File: config.mk
export PLATFORM = sky130hd
export DESIGN_NAME = seg_i2c_target
export DESIGN_NICKNAME = d
export VERILOG_FILES = /design/src/rtl/seg_i2c_target.sv
export SDC_FILE = /design/constraint.sdc
export NUM_CORES = 1
export LEC_CHECK = 0
export ABC_AREA = 1
export BUFFER_PORTS_ARGS = -buffer_cell sky130_fd_sc_hd__buf_2
export CAP_MARGIN = 10
export CORE_MARGIN = 4
export CORE_UTILIZATION = 61
export DETAILED_ROUTE_END_ITERATION = 6
export PLACE_DENSITY_LB_ADDON = 0.1
export SLEW_MARGIN = 10
export SYNTH_ARGS = -nofsm -noshare
export SYNTH_HDL_FRONTEND = slang
export SYNTH_SLANG_ARGS = --single-unit
File: constraint.sdc
create_clock -name clk_i -period 3.1 [get_ports clk_i]
set_clock_uncertainty 0.2 [all_clocks]
set_input_delay 0.62 -clock clk_i [delete_from_list [all_inputs] [get_ports clk_i]]
set_output_delay 0.62 -clock clk_i [all_outputs]
set_load 0.005 [all_outputs]
File: src/rtl/seg_i2c_target.sv
// Write-only I2C target for the seven-segment display link: oversampled and
// filtered SCL/SDA, 7-bit address match, ACK generation and 16-bit word assembly.
module seg_i2c_target #(
  parameter logic [6:0] TARGET_ADDR = 7'h70,
  parameter int         MAX_BYTES   = 2,
  parameter int         FILTER_LEN  = 3
) (
  input  logic        clk_i,
  input  logic        rst_i,
  input  logic        scl_i,
  input  logic        sda_in,
  output logic        sda_out_en,
  output logic        sda_out,
  output logic [15:0] disp_data_o,
  output logic        disp_valid_o,
  output logic        busy_o,
  output logic        err_o
);

  localparam int FCNT_W = $clog2(FILTER_LEN + 1);
  localparam int BCNT_W = $clog2(MAX_BYTES + 1);
  localparam int BUF_W  = (MAX_BYTES < 2) ? 16 : 8 * MAX_BYTES;
  localparam logic [FCNT_W-1:0] FLT_LAST = FCNT_W'(FILTER_LEN - 1);
  localparam logic [BCNT_W-1:0] CNT_FULL = BCNT_W'(MAX_BYTES);

  typedef enum logic [2:0] {
    S_IDLE, S_ADDR, S_ADDR_ACK, S_DATA, S_DATA_ACK, S_IGNORE
  } state_t;

  state_t state, state_nxt;

  logic scl_p0, scl_p1, sda_p0, sda_p1;
  logic scl_f_p2, sda_f_p2, scl_f_p3, sda_f_p3;
  logic [FCNT_W-1:0] scl_cnt, sda_cnt;

  logic [6:0]        shift_q;
  logic [7:0]        rx_byte;
  logic [2:0]        bit_cnt;
  logic [BCNT_W-1:0] byte_cnt;
  logic [BUF_W-1:0]  byte_buf;
  logic              addressed;

  logic scl_rise, scl_fall, start_det, stop_det;
  logic ack_nxt, shift_en, store, commit_ok, commit_err, set_addr, clr_txn;

  // Stage p0/p1: two-flop synchronizers; idle bus level is high
  always_ff @(posedge clk_i) begin
    if (rst_i) begin
      scl_p0 <= 1'b1;
      scl_p1 <= 1'b1;
      sda_p0 <= 1'b1;
      sda_p1 <= 1'b1;
    end else begin
      scl_p0 <= scl_i;
      scl_p1 <= scl_p0;
      sda_p0 <= sda_in;
      sda_p1 <= sda_p0;
    end
  end

  // Stage p2: level accepted only after FILTER_LEN consecutive disagreeing samples; p3 holds the previous level for edge detection
  always_ff @(posedge clk_i) begin
    if (rst_i) begin
      scl_f_p2 <= 1'b1;
      sda_f_p2 <= 1'b1;
      scl_f_p3 <= 1'b1;
      sda_f_p3 <= 1'b1;
      scl_cnt  <= '0;
      sda_cnt  <= '0;
    end else begin
      if (scl_p1 == scl_f_p2) begin
        scl_cnt <= '0;
      end else if (scl_cnt == FLT_LAST) begin
        scl_f_p2 <= scl_p1;
        scl_cnt  <= '0;
      end else begin
        scl_cnt <= scl_cnt + 1'b1;
      end
      if (sda_p1 == sda_f_p2) begin
        sda_cnt <= '0;
      end else if (sda_cnt == FLT_LAST) begin
        sda_f_p2 <= sda_p1;
        sda_cnt  <= '0;
      end else begin
        sda_cnt <= sda_cnt + 1'b1;
      end
      scl_f_p3 <= scl_f_p2;
      sda_f_p3 <= sda_f_p2;
    end
  end

  assign scl_rise  = scl_f_p2 & ~scl_f_p3;
  assign scl_fall  = ~scl_f_p2 & scl_f_p3;
  assign start_det = scl_f_p2 & scl_f_p3 & sda_f_p3 & ~sda_f_p2;
  assign stop_det  = scl_f_p2 & scl_f_p3 & ~sda_f_p3 & sda_f_p2;
  assign rx_byte   = {shift_q, sda_f_p2};

  always_comb begin
    state_nxt  = state;
    ack_nxt    = sda_out_en;
    shift_en   = 1'b0;
    store      = 1'b0;
    commit_ok  = 1'b0;
    commit_err = 1'b0;
    set_addr   = 1'b0;
    clr_txn    = 1'b0;
    if (start_det || stop_det) begin
      ack_nxt    = 1'b0;
      clr_txn    = 1'b1;
      commit_ok  = addressed && (byte_cnt == CNT_FULL);
      commit_err = addressed && (byte_cnt != CNT_FULL);
      state_nxt  = start_det ? S_ADDR : S_IDLE;
    end else begin
      case (state)
        S_ADDR: begin
          if (scl_rise) begin
            shift_en = 1'b1;
            if (bit_cnt == 3'd7) begin
              if (rx_byte[7:1] == TARGET_ADDR && !rx_byte[0]) begin
                set_addr  = 1'b1;
                state_nxt = S_ADDR_ACK;
              end else begin
                state_nxt = S_IGNORE;
              end
            end
          end
        end
        S_ADDR_ACK, S_DATA_ACK: begin
          // First falling edge grabs SDA, the one after the ACK clock releases it
          if (scl_fall) begin
            if (!sda_out_en) begin
              ack_nxt = 1'b1;
            end else begin
              ack_nxt   = 1'b0;
              state_nxt = S_DATA;
            end
          end
        end
        S_DATA: begin
          if (scl_rise) begin
            shift_en = 1'b1;
            if (bit_cnt == 3'd7) begin
              if (byte_cnt < CNT_FULL) begin
                store     = 1'b1;
                state_nxt = S_DATA_ACK;
              end else begin
                state_nxt = S_IGNORE;
              end
            end
          end
        end
        default: ;
      endcase
    end
  end

  always_ff @(posedge clk_i) begin
    if (rst_i) begin
      state        <= S_IDLE;
      sda_out_en   <= 1'b0;
      bit_cnt      <= '0;
      byte_cnt     <= '0;
      addressed    <= 1'b0;
      disp_valid_o <= 1'b0;
      disp_data_o  <= 16'h0000;
      err_o        <= 1'b0;
    end else begin
      state        <= state_nxt;
      sda_out_en   <= ack_nxt;
      disp_valid_o <= commit_ok;
      if (clr_txn)       bit_cnt <= '0;
      else if (shift_en) bit_cnt <= bit_cnt + 3'd1;
      if (clr_txn)       byte_cnt <= '0;
      else if (store)    byte_cnt <= byte_cnt + 1'b1;
      if (clr_txn)       addressed <= 1'b0;
      else if (set_addr) addressed <= 1'b1;
      if (commit_ok) begin
        disp_data_o <= byte_buf[BUF_W-1 -: 16];
        err_o       <= 1'b0;
      end else if (commit_err) begin
        err_o <= 1'b1;
      end
    end
  end

  // Receive shift register and byte buffer: first byte ends up in the top bits
  always_ff @(posedge clk_i) begin
    if (shift_en) shift_q <= rx_byte[6:0];
    if (store)    byte_buf <= {byte_buf[BUF_W-9:0], rx_byte};
  end

  assign sda_out = 1'b0;
  assign busy_o  = (state == S_ADDR_ACK) || (state == S_DATA) || (state == S_DATA_ACK);

endmodule

## Word level (Yosys, flattened, before mapping)

Index checks and enable logic that the tools add are counted.

| storage, ports and cells | value |
|---|---|
| output and inout port bits | 21 |
| word-level logic and storage cells | 103 |
| input bits | 4 |
| register bits | 63 |

| operators by class | value |
|---|---|
| reductions and logical operators | 19 |
| add/sub/neg operators | 4 |
| mux-type cells | 28 |
| bitwise logic cells | 13 |
| equality and inequality tests | 18 |
| $lt $le $gt $ge | 1 |

Operators with widths:

| operator | number |
|---|---|
| two-way mux 3 bit | 8 |
| two-way mux 1 bit | 19 |
| inequality test 3 bit (second input constant) | 6 |
| OR reduction 2 bit | 5 |
| one-hot mux 3 bit (3 select lines) | 1 |
| bitwise AND 1 bit | 7 |
| == test 7 bit (second input constant) | 1 |
| AND reduction 7 bit | 1 |
| adder 2 x 1 -> 2 bit (second input constant) | 3 |
| == test 2 bit (second input constant) | 3 |
| == test 3 x 2 -> 1 bit (second input constant) | 2 |
| == test 3 bit (second input constant) | 2 |
| NOT 1 bit | 6 |
| AND reduction 2 bit | 3 |
| OR reduction 3 bit | 2 |
| nonzero test 4 bit | 1 |
| adder 3 x 1 -> 3 bit (second input constant) | 1 |
| == test 3 x 1 -> 1 bit (second input constant) | 1 |
| logical AND 1 bit | 3 |
| logical OR 1 bit | 3 |
| == test 1 bit | 2 |
| < comparator 2 bit (second input constant) | 1 |
| inequality test 2 bit (second input constant) | 1 |
| logical NOT 1 bit | 1 |

## Depth between registers and ports, before layout

Gate-level depths: netlist of run 1.

| logic depth | value |
|---|---|
| word-level depth | 7 |
| gate-level depth with buffers | 10 |
| mapped depth without buffers | 10 |

## Worst setup path after synthesis of run 1

No wires, ideal clock.

| timing | value |
|---|---|
| kind | flip-flop to flip-flop |
| from | register bit_cnt[0] |
| to | register byte_buf[0], enable pin |
| cell stages (with the launch flop) | 5 |
| path buffers | 0 |
| required time | 2.513 ns |
| path slack | 1.000 ns |
| arrival | 1.514 ns |
| clock period less this slack | 2.100 ns |
| setup time | 0.387 ns |
| cell sequence | dfxtp_1 > ha_1 > ha_1 > inv_1 > nor4_4 |

| on the way | value |
|---|---|
| word-level cells in the longest chain between the ends | 5 |

RTL lines:

| what | RTL line | RTL |
|---|---|---|
| start: declaration | 38 | `logic [2:0] bit_cnt;` |
| start signal: assignment | 172 | `else if (shift_en) bit_cnt <= bit_cnt + 3'd1;` |
| == test 3 bit | 142 | `if (bit_cnt == 3'd7) begin` |
| two-way mux 1 bit | 142 |  |
| two-way mux 1 bit | 140 | `if (scl_rise) begin` |
| two-way mux 1 bit | 114 | `case (state)` |
| two-way mux 1 bit | 107 | `if (start_det \|\| stop_det) begin` |
| named net store | 44 | `logic ack_nxt, shift_en, store, commit_ok, commit_err, set_addr, clr_txn;` |
| end signal: assignment | 189 | `if (store) byte_buf <= {byte_buf[BUF_W-9:0], rx_byte};` |
| end: declaration | 40 | `logic [BUF_W-1:0] byte_buf;` |

The timed path passes the listed nets, and every way through them passes these cells.
A chain may end at the register's enable or synchronous reset.

## Final worst setup path of run 1

| timing | value |
|---|---|
| from | register state[1] |
| to | output busy_o |

| on the way | value |
|---|---|
| word-level cells in the longest chain between the ends | 3 |
| elaborated cells between the ends (all ways) | 5 |
| those cells by class | eq/ne: 3; reduce/logical: 2 |

RTL lines:

| what | RTL line | RTL |
|---|---|---|
| start: declaration | 30 | `state_t state, state_nxt;` |
| start signal: assignment | 168 | `state <= state_nxt;` |
| == test 3 x 2 -> 1 bit | 193 | `assign busy_o = (state == S_ADDR_ACK) \|\| (state == S_DATA) \|\| (state == S_DATA_ACK);` |
| logical OR 1 bit | 193 |  |
| logical OR 1 bit * | 193 |  |
| end: declaration | 16 | `output logic busy_o,` |

Every way passes the cells marked *; elsewhere a longest branch is shown, timed or not.

==> impl_results.md, run 1 <==
- Fraction of layout instances using a drive strength above 1: 23.2%
- WL final: 3.73 mm
- Syn. warnings: 0
- RR Endpoint: byte_buf[2]$_DFFE_PP_
- Clock sinks: 63
- Syn-to-layout area delta: 14.8%
- Slew Limit Fails: 0
- Largest family of logic cells by synthesized area: simple AND/OR/NAND/NOR gates
- GP Congestion: 0.864
- Seq cells post-synth: 63
- Worst Hold Path Cells: 1
- CP peak stage delay: 470 ps
- Die width: 71.3 um
- DRT Pass-1 Iters: 4
- 1st-iter DRT viols: 64
- Pwr/cell area: 580 mW/mm^2
- Synth Instances: 249
- Final core occ: 74.5%
- Post-CTS setup buffer count: 0
- Die H: 71.3 um
- Syn Area/Cell: 9.83 um^2
- Worst Path Buf+Inv: 2
- Row cnt: 22
- Initial antenna violation count: 0
- Fraction of synthesized area in multiplexers: 0%
- DP Cell Count: 316
- CP Cell Sequence: nor2_1 -> a21oi_1 -> inv_1 -> buf_2
- Vias per inst: 4.89
- Hold violation total from the final report: 0
- Adder-cell share of the synthesized area: 2.56%
- Crit path launch type: register
- Clk Tree Root Cell: clkbuf_8
- Hold EP: scl_p1$_SDFF_PP1_
- Leak Pwr: 1.31 nW
- Antenna cells: 0
- Post-synth top cells: 64 x nand2_1, 40 x dfxtp_1, 24 x inv_1, 24 x nand3_1, 23 x edfxtp_1
- Synth Area in XOR/XNOR: 0.358%
- Unrepaired setup endpoints after global routing: no
- Cells on worst reg2reg path: 5
- Max Fclk: 484 MHz
- Top_reg_cell synth: dfxtp_1
- Synthesized Nets: 258
- Status: complete, no violations
- First-pass GRT wire length: 6.58 mm
- Via Count: 1623
- Post-synth EDFFs: 23
- Max Cap Viol: 0
- Top post-synthesis cells by area: dfxtp_1 33%, edfxtp_1 28%, nand2_1 9.8%
- Final min period: 2060 ps
- Hold WC Path Type: register to register
- CTS buffer count: 9
- Final setup violation count: 0
- Number of global-route vias before repair: 1527
- Placeable Area: 0.00377 mm^2
- Cell family with the largest share of critical-path delay: flip-flops
- CTS Buffer Depth: 2
- Simple-gate area share of the yosys netlist: 25.9%
- # port buffers: 23
- Pin count of the biggest net entering global routing: 20
- Post-synth top area share: 32.7%
- Asr flop ratio synth: 0%
- CP arrival: 1240 ps
- Layout Cells excl Fill: 332
- Cell taking the most area after synthesis: dfxtp_1
- Htree depth: 3
- GRT Overall Usage: 16.9%
- Hold_buf cts: 0
- Setup_tns: 0 ps
- IO Pins: 25
- Resize count post-CTS: 0
- Synth Area in Compound Gates: 3.43%
- Post-synth cell types: 29
- Gr ovfl total: 0
- Die area: 0.00509 mm^2
- Reg-to-reg setup timing slack: 1260 ps
- Clock Latency Late Sink: 330 ps
- Count leader, synth: nand2_1
- Total power: 0.00163 W
- Nets: 288
- Synth Cell Area: 0.00245 mm^2
- Min-delay src: scl_p0$_SDFF_PP1_
- # DRC: 0
- CP max FO: 7
- Setup WS pre-CTS: 1190 ps
- Slowest-stage cell, CP: dfxtp_1
- Initial core utilization: 64.9%
- WP data required: 2280 ps
- Drt wl/cell: 11.2 um
- Worst VDD drop: 0.554 mV
- Routed Antenna Nets: 0
- CTS tree: built
- Clk slew on worst S/H paths: 70 ps
- Crit Path Class: register to output port
- Dpl hpwl: 2.58 mm
- FF-to-FF Start: bit_cnt[0]$_SDFFE_PP0P_
- CP endpoint kind: output port
- Period utilization: 66.6%
- Seq/Total Area, Yosys: 60.9%
- PnR worst setup slack: 1040 ps
cells by family after synthesis:
logic type	after synthesis
buffers and inverters	35
AND/OR/NAND/NOR	128
adder cells (fa/ha/maj)	5
other	1
flip-flops	63
AO/OA/AOI/OAI	16
XOR/XNOR	1
report_power, final:
part	internal [W]	switching, W
Clock	0.000464	0.000292
Sequential	0.000854	0.00000183
Combinational	0.00000630	0.0000126
Total	0.00132	0.000306
cell type report:
class | instances | area, um^2
flip-flops and latches | 63 | 1490
fillers | 264 | 962
clock buffers | 14 | 184
well taps | 48 | 60.1
clock inverters | 2 | 35.0
repair buffers | 25 | 130
inverters | 29 | 115
multi-input cells | 151 | 793
how the worst max path moves through the flow:
| stage | start | to | slack [ps] | cells past startpoint |
|---|---|---|---|---|
| 2_1_floorplan | bit_cnt[0]$_SDFFE_PP0P_ | byte_buf[0]$_DFFE_PP_ | 1000 | 4 |
| 3_3_place_gp | rst_i | sda_out_en$_SDFFE_PP0P_ | 1200 | 6 |
| 3_5_place_dp | rst_i | sda_out_en$_SDFFE_PP0P_ | 1190 | 6 |
| 4_1_cts | state[1]$_SDFFE_PP0P_ | busy_o | 1020 | 4 |
| 5_1_grt | state[1]$_SDFFE_PP0P_ | busy_o | 930 | 4 |
| 6_report | state[1]$_SDFFE_PP0P_ | busy_o | 1040 | 4 |
per-stage QoR:
step / hold WS (ps) / cell area (um^2)
floorplan: 189 / 2450
global placement: 193 / 2590
detailed placement: 197 / 2590
CTS: 205 / 2810
global route: 219 / 2810
finish: 200 / 2810
cell usage in the layout, fill, tap and decap left out:
cell type and n:
nand2_1 64, dfxtp_1 40, inv_1 24, nand3_1 24
edfxtp_1 23, buf_2 23, nor2_1 16, a21oi_1 12
clkbuf_8 11, nand2_2 9, ha_1 5, or2_2 4
o21ai_0 3, inv_2 2, nor2_4 2, clkinv_2 2
nand2_4 2, inv_4 2, nand4_1 2, clkbuf_1 2
buf_4 2, nor4_4 1, nor3_1 1, nand4_4 1
nand3_4 1, a21oi_2 1, nor3_2 1, xor2_1 1
conb_1 1, bufinv_16 1, clkbuf_16 1
worst register-to-register path, cell delays in order, from the launching register on:
cell and delay (ps):
dfxtp_1 360, ha_1 160, ha_1 200, inv_1 90
nor4_4 240, buf_4 280
registers in the layout, summed over array words and instances, names as in the netlist, 2 cells and up:
signal and count:
bit_cnt 3, scl_cnt 2, state 3, sda_cnt 2, shift_q 7, byte_buf 16, byte_cnt 2, disp_data_o 16
per-layer routing:
| metal | part of all wire [%] | wire, um | track usage [%] | vias to the layer above |
|---|---|---|---|---|
| li1 | - | - | - | 859 |
| met1 | 47 | 1740 | 20.3 | 721 |
| met2 | 45 | 1690 | 26.3 | 33 |
| met3 | 5.6 | 208 | 5.89 | 10 |
| met4 | 2.4 | 90 | 9.60 | 0 |
| met5 | 0 | 0 | 0 | - |
No activity file was read; power rests on OpenSTA's default activity.
==> inputs of run 2 (changes only) <==
--- a/config.mk
+++ b/config.mk
@@ -9,7 +9,7 @@
 export BUFFER_PORTS_ARGS = -buffer_cell sky130_fd_sc_hd__buf_2
 export CAP_MARGIN = 10
 export CORE_MARGIN = 4
-export CORE_UTILIZATION = 61
+export CORE_UTILIZATION = 52
 export DETAILED_ROUTE_END_ITERATION = 6
 export PLACE_DENSITY_LB_ADDON = 0.1
 export SLEW_MARGIN = 10
==> constraint.sdc (replaced) <==
create_clock -name clk_i -period 1.89 [get_ports clk_i]
set_clock_uncertainty 0.2 [all_clocks]
set_input_delay 0.378 -clock clk_i [delete_from_list [all_inputs] [get_ports clk_i]]
set_output_delay 0.378 -clock clk_i [all_outputs]
set_load 0.005 [all_outputs]
==> run 2 against run 1 <==
Compared with the run above:
- clock power is 63% higher
- die area up 15%
- register-to-register slack worse by 980 ps
- critical path type unchanged
- first-iteration DRC count down 22%
- power rose by 64%
- worst hold slack lost 170 ps
- sequential power rose by 64%
==> impl_results.md, run 2 (same netlist as run 1, synthesis figures left out) <==
- Dpl hpwl: 2.81 mm (+8.7%)
- Crit path launch type: register
- Reg area: 0.00150 mm^2 (+0.50%)
- Most frequent cells in the layout: 64 x nand2_1, 36 x dfxtp_1, 24 x nand3_1
- Number of global-route vias before repair: 1595 (+4.5%)
- IO Pins: 25 (unchanged)
- 1st-iter DRT viols: 50 (-22%)
- Die area: 0.00587 mm^2 (+15%)
- Combinational Power Share: 1.3% (about the same)
- Unrepaired setup endpoints after global routing: no
- Clock network power share: 46.2% (about the same)
- Htree depth: 3 (unchanged)
- Fillers: 376 (+42%)
- Status: complete, no violations
- Finished layout cell area: 0.00287 mm^2 (+2.1%)
- Gr ovfl total: 0 (unchanged)
- Leak Pwr: 1.32 nW (+0.56%)
- Resize count post-CTS: 0 (unchanged)
- Max Cap Viol: 0 (unchanged)
- CP endpoint kind: output port
- Placed Area: 0.00265 mm^2 (+2.5%)
- Crit Path Class: register to output port
- Post-CTS setup buffer count: 0 (unchanged)
- Drt wl/cell: 11.7 um (+4.3%)
- Syn-to-layout area delta: 17.2%
- CTS Buffer Depth: 2 (unchanged)
- Slowest-stage cell, CP: dfxtp_1
- Most common cell after layout, fill and taps aside: nand2_1
- Vias per inst: 4.92 (+0.71%)
- WP data required: 1310 ps (-970 ps)
- Final core occ: 64.5% (-10 points)
- Period utilization: 93.9%
- Area occupied by multi-input gates: 808 um^2 (+1.9%)
- Sw Pwr: 0.000522 W (+71%)
- Hold_buf cts: 0 (unchanged)
- Power Internal: 0.00215 W (+62%)
- Initial core utilization: 55.1% (-9.8 points)
- Clk Tree Root Cell: clkbuf_8
- Clk slew on worst S/H paths: 60 ps (about the same)
- Antenna cells: 0 (unchanged)
- CP peak stage delay: 460 ps (about the same)
- Fraction of layout instances using a drive strength above 1: 26.5% (+3.2 points)
- Pwr/cell area: 932 mW/mm^2 (+61%)
- Clock sinks: 63 (unchanged)
- CP Cell Sequence: nor2_4 -> a21oi_1 -> inv_1 -> buf_2
- # port buffers: 23 (unchanged)
- CTS buffer count: 9 (unchanged)
- Worst VDD drop: 0.727 mV (+31%)
- GP Congestion: 0.827 (-4.3%)
- Hold violation total from the final report: 0 (unchanged)
- Placeable Area: 0.00444 mm^2 (+18%)
- Via Count: 1669 (+2.8%)
- Max Fclk: 564 MHz
- Routed Antenna Nets: 0 (unchanged)
- Sequential power share: 52.5% (about the same)
- WL final: 3.97 mm (+6.5%)
- Row cnt: 24 (+9.1%)
- Slew Limit Fails: 0 (unchanged)
- Biggest regs: byte_buf x16, disp_data_o x16, shift_q x7
- Pin count of the biggest net entering global routing: 20 (unchanged)
- Final setup violation count: 0 (unchanged)
- Switching Fraction: 19.5% (+0.77 points)
- Clock Latency Late Sink: 330 ps (about the same)
- Minimum hold slack: 30.1 ps (-170 ps)
- CP arrival: 1200 ps (-40 ps)
- Final min period: 1770 ps
- # DRC: 0 (unchanged)
- Die H: 76.6 um (+7.4%)
- GRT Overall Usage: 15.3% (-1.6 points)
- Setup_tns: 0 ps (unchanged)
- Die width: 76.6 um (+7.4%)
- Initial antenna violation count: 0 (unchanged)
- CP max FO: 6 (-1)
- First-pass GRT wire length: 7.05 mm (+7.1%)
- Reg-to-reg setup timing slack: 280 ps (-980 ps)
- CTS tree: built
- DRT Pass-1 Iters: 4 (unchanged)
- Nets: 291 (+1.0%)
- Hold WC Path Type: primary input to register
run 2: cell types whose count changed in the layout (fill, tap and decap cells not counted), moves of 2 or more:
| cell | change |
|---|---|
| clkbuf_8 | -2 |
| buf_4 | +2 |
| dfxtp_2 | +3 |
| dfxtp_1 | -4 |
| ha_1 | -2 |
run 2: critical path, delay by kind of cell, from the launching register on:
family / cells / cell delay [ps]
AO/OA/AOI/OAI: 1 / 170
AND/OR/NAND/NOR: 1 / 70
buffers and inverters: 2 / 170
flip-flops: 1 / 460
run 2: power by group through the flow:
stage                     combinational (W)  sequential, W  clock [W]
after CTS                         0.0000365        0.00140    0.00126
after floorplan                   0.0000244        0.00143          0
after global routing              0.0000403        0.00140    0.00133
after detailed placement          0.0000362        0.00143          0
after global placement            0.0000352        0.00143          0
final                             0.0000357        0.00140    0.00123
run 2: area by class of cell:
type / count / share of cell area [%]
timing repair buffer: 28 / 5.76
multi-input combinational: 151 / 28.2
clock inverter: 6 / 2.97
sequential: 63 / 52.3
inverter: 29 / 4.10
tap: 52 / 2.27
clock buffer: 10 / 4.45
run 2: worst paths after layout:
kind / start / end / cells past startpoint
min reg2reg: sda_p0$_SDFF_PP1_ / sda_p1$_SDFF_PP1_ / 1
max: state[2]$_SDFFE_PP0P_ / busy_o / 4
max reg2reg: state[1]$_SDFFE_PP0P_ / byte_buf[15]$_DFFE_PP_ / 5
min: scl_i / scl_p0$_SDFF_PP1_ / 2
run 2: metrics by stage:
step | instances | power (W) | setup WS [ps]
2_1_floorplan | 249 | 0.00146 | -38.7
3_3_place_gp | 323 | 0.00147 | 296
3_5_place_dp | 323 | 0.00147 | 268
4_1_cts | 339 | 0.00270 | 89.2
5_1_grt | 339 | 0.00277 | 8.18
6_report | 339 | 0.00267 | 116
run 2: metal layers:
layer  vias up  track usage (%)  part of all wire [%]
met5         -                0                     0
met4         0             7.07                   2.2
met3         8             6.03                   4.2
met2        33             25.3                    48
met1       762             17.2                    45
li1        866                -                     -
